`config.mk`:
```
export PLATFORM = sky130hd
export DESIGN_NAME = ps2_key_tracker_flat
export DESIGN_NICKNAME = d
export VERILOG_FILES = /design/src/rtl/ps2_key_tracker_if.sv /design/src/rtl/ps2_key_tracker.sv /design/src/flat_wrapper.sv
export SDC_FILE = /design/constraint.sdc
export NUM_CORES = 1
export LEC_CHECK = 0
export BUFFER_PORTS_ARGS = -buffer_cell sky130_fd_sc_hd__buf_2
export CAP_MARGIN = 0
export CORE_MARGIN = 4
export CORE_UTILIZATION = 40
export DETAILED_ROUTE_END_ITERATION = 10
export GPL_TIMING_DRIVEN = 0
export PLACE_DENSITY = 0.57
export SYNTH_ARGS = -nofsm -noshare
export SYNTH_HDL_FRONTEND = slang
export SYNTH_SLANG_ARGS = --single-unit
```
`constraint.sdc`:
```
create_clock -name clk -period 5.08 [get_ports clk]
set_clock_uncertainty 0.1 [all_clocks]
set_input_delay 0.762 -clock clk [delete_from_list [all_inputs] [get_ports clk]]
set_output_delay 0.762 -clock clk [all_outputs]
set_load 0.02 [all_outputs]
```
`src/rtl/ps2_key_tracker_if.sv`:
```
// Byte-receiver / application side bundle for ps2_key_tracker.
// The tracker is the slave; the byte source and the consumer logic form the master side.
interface ps2_key_tracker_if #(
  parameter int CNT_W = 3
);
  logic             recv;
  logic [7:0]       data;
  logic [8:0]       query_code;
  logic             query_hit;
  logic             pressed;
  logic [CNT_W-1:0] key_count;
  logic             make_evt;
  logic             break_evt;
  logic             repeat_evt;
  logic [8:0]       evt_code;
  logic             overflow;

  modport master (
    output recv,
    output data,
    output query_code,
    input  query_hit,
    input  pressed,
    input  key_count,
    input  make_evt,
    input  break_evt,
    input  repeat_evt,
    input  evt_code,
    input  overflow
  );

  modport slave (
    input  recv,
    input  data,
    input  query_code,
    output query_hit,
    output pressed,
    output key_count,
    output make_evt,
    output break_evt,
    output repeat_evt,
    output evt_code,
    output overflow
  );
endinterface

```
`src/rtl/ps2_key_tracker.sv`:
```
// PS/2 set-2 scan-code parser feeding a NUM_KEYS-entry held-key slot table.
// Define PS2_KEY_TRACKER_TYPEMATIC_EN to report typematic repeats on repeat_evt.
//
// state      | meaning
// -----------+-----------------------------------------------
// ST_IDLE    | no prefix pending
// ST_EXT     | E0 seen, next byte is an extended make or F0
// ST_BRK     | F0 seen, next byte is a normal break
// ST_EXT_BRK | E0 F0 seen, next byte is an extended break
// ST_PAUSE   | inside the E1 Pause sequence, skip_cnt bytes left
module ps2_key_tracker #(
  parameter int NUM_KEYS = 4,
  parameter int CNT_W    = 3
) (
  input  logic            clk,
  input  logic            rst,
  ps2_key_tracker_if.slave bus
);

  localparam logic [2:0] ST_IDLE    = 3'd0;
  localparam logic [2:0] ST_EXT     = 3'd1;
  localparam logic [2:0] ST_BRK     = 3'd2;
  localparam logic [2:0] ST_EXT_BRK = 3'd3;
  localparam logic [2:0] ST_PAUSE   = 3'd4;

  localparam logic [2:0] PAUSE_SKIP = 3'd7;

  logic [2:0]          state;
  logic [2:0]          state_nxt;
  logic [2:0]          skip_cnt;
  logic [2:0]          skip_cnt_nxt;

  logic                do_make;
  logic                do_break;
  logic [8:0]          code_in;

  logic [NUM_KEYS-1:0] slot_vld;
  logic [8:0]          slot_code [NUM_KEYS];
  logic [NUM_KEYS-1:0] hit_oh;
  logic [NUM_KEYS-1:0] free_oh;
  logic [NUM_KEYS-1:0] query_vec;
  logic                free_found;
  logic                held;
  logic                full;

  logic [CNT_W-1:0]    key_count;
  logic                make_evt;
  logic                break_evt;
  logic [8:0]          evt_code;
  logic                overflow;

  // Parser: decodes the byte stream into at most one make or break per recv.
  always_comb begin
    state_nxt    = state;
    skip_cnt_nxt = skip_cnt;
    do_make      = 1'b0;
    do_break     = 1'b0;
    code_in      = {1'b0, bus.data};
    if (bus.recv) begin
      case (state)
        ST_IDLE: begin
          case (bus.data)
            8'hE0: state_nxt = ST_EXT;
            8'hF0: state_nxt = ST_BRK;
            8'hE1: begin
              state_nxt    = ST_PAUSE;
              skip_cnt_nxt = PAUSE_SKIP;
            end
            8'hAA, 8'hFA, 8'hFE, 8'hEE, 8'h00, 8'hFF: state_nxt = ST_IDLE;
            default: do_make = 1'b1;
          endcase
        end
        ST_EXT: begin
          case (bus.data)
            8'hF0: state_nxt = ST_EXT_BRK;
            8'hE0: state_nxt = ST_EXT;
            default: begin
              do_make   = 1'b1;
              code_in   = {1'b1, bus.data};
              state_nxt = ST_IDLE;
            end
          endcase
        end
        ST_BRK: begin
          do_break  = 1'b1;
          state_nxt = ST_IDLE;
        end
        ST_EXT_BRK: begin
          do_break  = 1'b1;
          code_in   = {1'b1, bus.data};
          state_nxt = ST_IDLE;
        end
        ST_PAUSE: begin
          skip_cnt_nxt = skip_cnt - 3'd1;
          if (skip_cnt_nxt == 3'd0) begin
            state_nxt = ST_IDLE;
          end
        end
        default: state_nxt = ST_IDLE;
      endcase
    end
  end

  // Slot lookup: match against the parsed code, the query code, and the lowest free slot.
  always_comb begin
    hit_oh     = '0;
    free_oh    = '0;
    query_vec  = '0;
    free_found = 1'b0;
    for (int i = 0; i < NUM_KEYS; i++) begin
      hit_oh[i]    = slot_vld[i] && (slot_code[i] == code_in);
      query_vec[i] = slot_vld[i] && (slot_code[i] == bus.query_code);
      if (!slot_vld[i] && !free_found) begin
        free_oh[i] = 1'b1;
        free_found = 1'b1;
      end
    end
  end

  assign held = |hit_oh;
  assign full = ~|free_oh;

`ifdef PS2_KEY_TRACKER_TYPEMATIC_EN
  logic repeat_evt;
`endif

  always_ff @(posedge clk) begin
    if (rst) begin
      state     <= ST_IDLE;
      skip_cnt  <= 3'd0;
      slot_vld  <= '0;
      for (int i = 0; i < NUM_KEYS; i++) begin
        slot_code[i] <= 9'h000;
      end
      key_count <= '0;
      make_evt  <= 1'b0;
      break_evt <= 1'b0;
      evt_code  <= 9'h000;
      overflow  <= 1'b0;
`ifdef PS2_KEY_TRACKER_TYPEMATIC_EN
      repeat_evt <= 1'b0;
`endif
    end else begin
      state     <= state_nxt;
      skip_cnt  <= skip_cnt_nxt;
      make_evt  <= 1'b0;
      break_evt <= 1'b0;
`ifdef PS2_KEY_TRACKER_TYPEMATIC_EN
      repeat_evt <= 1'b0;
`endif
      if (do_make) begin
        if (held) begin
`ifdef PS2_KEY_TRACKER_TYPEMATIC_EN
          repeat_evt <= 1'b1;
          evt_code   <= code_in;
`endif
        end else if (!full) begin
          slot_vld <= slot_vld | free_oh;
          for (int i = 0; i < NUM_KEYS; i++) begin
            if (free_oh[i]) begin
              slot_code[i] <= code_in;
            end
          end
          key_count <= key_count + CNT_W'(1);
          make_evt  <= 1'b1;
          evt_code  <= code_in;
        end else begin
          overflow <= 1'b1;
        end
      end
      // Freed slots are left in place; the lowest-free rule reuses them.
      if (do_break && held) begin
        slot_vld  <= slot_vld & ~hit_oh;
        key_count <= key_count - CNT_W'(1);
        break_evt <= 1'b1;
        evt_code  <= code_in;
      end
    end
  end

  assign bus.query_hit = |query_vec;
  assign bus.pressed   = (key_count != '0);
  assign bus.key_count = key_count;
  assign bus.make_evt  = make_evt;
  assign bus.break_evt = break_evt;
  assign bus.evt_code  = evt_code;
  assign bus.overflow  = overflow;
`ifdef PS2_KEY_TRACKER_TYPEMATIC_EN
  assign bus.repeat_evt = repeat_evt;
`else
  assign bus.repeat_evt = 1'b0;
`endif

endmodule

```
`src/flat_wrapper.sv`:
```
// flat-port wrapper written by rule: the top's interface ports become plain ports
module ps2_key_tracker_flat 
#(
  parameter int NUM_KEYS = 4,
  parameter int CNT_W    = 3
)
  (clk, rst, bus_recv, bus_data, bus_query_code, bus_query_hit, bus_pressed, bus_key_count, bus_make_evt, bus_break_evt, bus_repeat_evt, bus_evt_code, bus_overflow);
  ps2_key_tracker_if #(.CNT_W(CNT_W)) bus_i ();
  input  logic clk;
  input  logic rst;
  input wire logic [$bits(bus_i.recv)-1:0] bus_recv;
  input wire logic [$bits(bus_i.data)-1:0] bus_data;
  input wire logic [$bits(bus_i.query_code)-1:0] bus_query_code;
  output wire logic [$bits(bus_i.query_hit)-1:0] bus_query_hit;
  output wire logic [$bits(bus_i.pressed)-1:0] bus_pressed;
  output wire logic [$bits(bus_i.key_count)-1:0] bus_key_count;
  output wire logic [$bits(bus_i.make_evt)-1:0] bus_make_evt;
  output wire logic [$bits(bus_i.break_evt)-1:0] bus_break_evt;
  output wire logic [$bits(bus_i.repeat_evt)-1:0] bus_repeat_evt;
  output wire logic [$bits(bus_i.evt_code)-1:0] bus_evt_code;
  output wire logic [$bits(bus_i.overflow)-1:0] bus_overflow;
  assign bus_i.recv = bus_recv;
  assign bus_i.data = bus_data;
  assign bus_i.query_code = bus_query_code;
  assign bus_query_hit = bus_i.query_hit;
  assign bus_pressed = bus_i.pressed;
  assign bus_key_count = bus_i.key_count;
  assign bus_make_evt = bus_i.make_evt;
  assign bus_break_evt = bus_i.break_evt;
  assign bus_repeat_evt = bus_i.repeat_evt;
  assign bus_evt_code = bus_i.evt_code;
  assign bus_overflow = bus_i.overflow;
  ps2_key_tracker #(.NUM_KEYS(NUM_KEYS), .CNT_W(CNT_W)) u_core (.clk(clk), .rst(rst), .bus(bus_i));
endmodule
```
== Yosys cells after proc, flatten, opt, wreduce, memory -nomap -nowiden ==
Memories as Yosys holds them, arrays and structs flattened.
Cells that the tools add are included.
Operators by class
  divide/modulo/power cells: 0
  add/sub/neg operators: 3
  equal/unequal tests: 24
  $lt $le $gt $ge: 0
  shift operators: 0
  $mul: 0
  multiplexer cells: 64
  bitwise gates (word level): 10
  reductions and logical operators: 36
Operators with widths (count)
  two-way mux 9 bit: 10
  == test 9 bit: 8
  == test 8 bit, second input constant: 8
  two-way mux 1 bit: 38
  two-way mux 3 bit: 6
  one-hot mux 9 bit (2 select lines): 1
  two-way mux 4 bit: 4
  logical AND 1 bit: 12
  one-hot mux 3 bit (4 select lines): 1
  AND reduction 3 bit: 4
  OR reduction 4 bit: 3
  OR reduction 6 bit: 2
  one-hot mux 3 bit (3 select lines): 1
  OR reduction 9 bit: 1
  zero test 8 bit: 1
  == test 3 x 2 -> 1 bit, second input constant: 2
  zero test 3 bit: 2
  one-hot mux 3 bit (2 select lines): 1
  nonzero test 2 bit: 3
  subtractor 3 x 1 -> 3 bit, second input constant: 2
  zero test 1 bit: 5
  inequality test 5 x 3 -> 1 bit, second input constant: 1
  bitwise AND 4 bit: 1
  inequality test 2 bit, second input constant: 2
  12 further kinds: 18
Storage, ports and cells
  input port bits: 20
  bits in writable memories: 36
  ROM bits: 0
  memories kept: 1
  word-level logic and storage cells: 146
  output and inout port bits: 18
  bits in latches: 0
  register bits after elaboration: 25
Memory list
  u_core.slot_code: words 4, width 9, rd ports 4, clocked after memory_dff 0, write ports 4, RTL line ps2_key_tracker.sv:38  | logic [8:0] slot_code [NUM_KEYS];

== Depth between registers and ports, before layout ==
  word-level depth: 16
  depth in mapped cells: 14
  mapped depth without buffers: 11

== Worst setup path after synthesis ==
No wires, ideal clock.
  kind: input -> register
  from: input bus_data[1]
  to: memory u_core.slot_code[3][0], enable pin
  library setup time: 390 ps
  required time: 4590 ps
  path slack: 1262 ps
  stages on the path: 9
  buffers on the path: 2
  arrival time: 3328 ps
  cell sequence: or3_4 o41ai_4 xor2_1 a32oi_1 and3_1 buf_6 nand4_1 buf_2 o31ai_1
RTL lines
  start, declared: RTL line flat_wrapper.sv:12  | input wire logic [$bits(bus_i.data)-1:0] bus_data;
  end, declared: RTL line ps2_key_tracker.sv:38

==> impl_metrics.ini <==
[critical_path]
cp-end-kind = flop
rrSetupSlack_ps = 1300
critPathArrivalTime_ps = 4230
slowest_stage = o21ai_0
crit_fanout = 10
reg2reg_from = u_core.state[1]
required_ps = 4920
path_cells = buf_2, clkbuf_1, nor4_1, o21ai_0, nor2_1, nor4_1, nand4_1, buf_2, o21ai_0
worst-setup-path-type = primary input to flop
r2r-end = u_core.slot_code[2][0]
crit_end = u_core.slot_code[2][0]
cp-startpoint = bus_data[6]
reg2regPathDepth = 8
startpoint_type = primary input
cp_slowest_stage_delay_ps = 930

[timing]
relSlewSlack_pct = 18.3
fin_tns_setup_ps = 0
rsz0062_at_grt = false
worst_pin_slew_ps = 1210
fin_crit_sh_pct = 86.4
hold_viol_final = 0
slew_viol_final = 0
fin_crit_ps = 4390
max_freq_ghz = 0.228
finalSetupViolCount = 0

[route]
post_drt_wl_per_cell_um = 19.0
drtIter0Drc = 140
ant_nets = 0
drt-pass1-iter-count = 4
avgViaCountPerCell = 5.61
routed-via-count = 2908
finalWirelength_um = 9850
drc = 0

[pwr]
p_int_w = 0.000843
cellLeakagePower_nw = 1.52
ir_worst_vdd_mv = 0.122
combPwrFrac_pct = 19.7
switching_share_pct = 29.6
power_frac_clock_pct = 31.1
finalPower_w = 0.00120
switching_power_w = 0.000355
p_per_area_nw_per_um2 = 289
power_frac_seq_pct = 49.2

[place]
post-dp-hpwl_um = 7160
place_congestion = 0.892
placed_cells = 502
dpl-instance-area_um2 = 3970
numPortBuffers = 32

[cts]
ctsHoldBuffers = 0
cts_tree = done
cts_made_buffers = 9
clkLatencyLatePin_ps = 330
clk_pin_slew_ps = 70
clock_sinks = 61
cts_max_level = 3
cts.path.max_buffers = 2
cts_root_buffer = clkbuf_8
post_cts_resized = 0
cts_setup_buffers = 0

[cells_and_area]
final_cells = 518
nNetsFinal = 428
drive_above_1_share_pct = 14.9
postLayoutCoreUtil_pct = 46.7
diodes = 0
area_delta_synth_final_pct = 12.6
design_area_um2 = 4140

[worst_hold_path]
hold_start = u_core.bus.evt_code[6]
hold_path_class = flop to flop

[logic_synthesis]
synth_area_leaders = edfxtp_1 29%, dfxtp_1 14%, xnor2_1 10%, xor2_1 7.2%, nor4b_1 5.5%
synthCells = 362
syn_area_per_cell_um2 = 10.1
ys.flop_type = edfxtp_1
synthArstFlopShare_pct = 0
netlist_area_um2 = 3670
synth_seq_cells = 61
netlist.top_cell.by_area = edfxtp_1
synth-edff-count = 36
ys_types = 49
ys.warnings.count = 0
ys_seq_area_share_pct = 43.1
syn-num-nets = 385
synth_top_area_share_pct = 29.4

[floorplan]
fp-row-count = 34
start_util_pct = 41.5
die_w_um = 104
die_y_um = 104
core_um2 = 8850
io_pins = 38
dieArea_um2 = 10800

[flow_run]
drv_cap = 0

[run_status]
outcome = complete, no violations

[global_routing]
antenna_found_initial = 0
grt_pass1_vias = 2923
grt_overflow = 0
grt_pass1_wl_um = 15800
grt_max_degree = 11
grt_util_all_layers_pct = 18.7
cell usage after synthesis, types with 6 or more instances:
library cell  count
xnor2_1          44
edfxtp_1         36
xor2_1           30
nand2_1          28
dfxtp_1          25
nor4b_1          23
nor2_1           20
clkbuf_1         17
nor4_1           17
nand4_1          14
mux2i_1          11
inv_1             8
nand3_1           8
nor4bb_1          7
nor3_1            6
per-layer routing:
layer | GRT usage [%] | part of all wire, % | vias up
met3 | 3.17 | 6.0 | 13
met5 | 0 | 0 | -
met4 | 8.17 | 1.8 | 0
met2 | 30.0 | 47 | 73
li1 | - | - | 1393
met1 | 25.0 | 45 | 1429
per-stage QoR:
step	hold slack [ps]	worst slack (ps)
after floorplan	354	1260
after global placement	349	193
after detailed placement	352	260
after CTS	365	606
after global routing	385	269
final	363	691
critical path, delay by kind of cell:
family	cells	cell delay, ps
and+or+nand+nor	4	1280
AOI/OAI and AO/OA	2	1190
buffers and inverters	3	1000
cell type report:
type	count	area (µm²)
Buffer	30	141
Multi-Input combinational cell	263	1930
Timing Repair Buffer	32	160
Tap cell	108	135
Fill cell	870	4710
Inverter	8	30.0
Clock inverter	2	10.0
Sequential cell	61	1580
Clock buffer	14	153
kinds of logic after synthesis:
| kind of cell | count (synthesis) | share of synthesized area (%) |
|---|---|---|
| compound gates | 26 | 5.35 |
| xor+xnor | 74 | 17.6 |
| fa+ha+maj | 3 | 1.02 |
| buf+inv | 38 | 4.67 |
| flops | 61 | 43.1 |
| mux | 15 | 4.63 |
| other cells | 1 | 0.102 |
| simple gates | 144 | 23.5 |
flip-flops by register name, summed over array words and instances (netlist names):
signal	cells
u_core.bus.overflow	1
u_core.bus.evt_code	9
u_core.bus.make_evt	1
u_core.skip_cnt	3
u_core.slot_vld	4
u_core.bus.key_count	3
u_core.bus.break_evt	1
u_core.state	3
u_core.slot_code	36
placed cells by master, fill, tap and decap left out, types with 3 or more instances in the layout:
master     n
inv_1      8
and3_1     3
mux2i_1   11
nor2_1    20
clkbuf_8  10
nand4_1   14
nand2_1   28
nor3_1     6
buf_1      5
buf_2     37
nor4b_1   23
clkbuf_1  21
nor4_1    17
a21oi_1    4
nor4bb_1   7
o21ai_0    4
xnor2_1   44
a31oi_1    3
dfxtp_1   25
nand3_1    8
a311oi_1   3
edfxtp_1  36
xor2_1    30
ha_1       3
nor2b_1    5
worst min path at each step:
stage / end / slack, ps / depth (start not counted)
6_report: u_core.bus.evt_code[6] / 360 / 2
4_1_cts: u_core.bus.evt_code[2] / 370 / 2
3_5_place_dp: u_core.bus.evt_code[6] / 350 / 2
2_1_floorplan: u_core.skip_cnt[1] / 350 / 2
3_3_place_gp: u_core.bus.evt_code[4] / 350 / 2
5_1_grt: u_core.bus.evt_code[6] / 380 / 2
power groups by stage:
| stage | Sequential (W) | Combinational, W | Clock (W) |
|---|---|---|---|
| global route | 0.000593 | 0.000259 | 0.000402 |
| finish | 0.000589 | 0.000236 | 0.000372 |
| detailed placement | 0.000599 | 0.000235 | 0 |
| CTS | 0.000589 | 0.000236 | 0.000379 |
| global placement | 0.000599 | 0.000233 | 0 |
| floorplan | 0.000603 | 0.000159 | 0 |
Power figures use the tool's default switching activity.
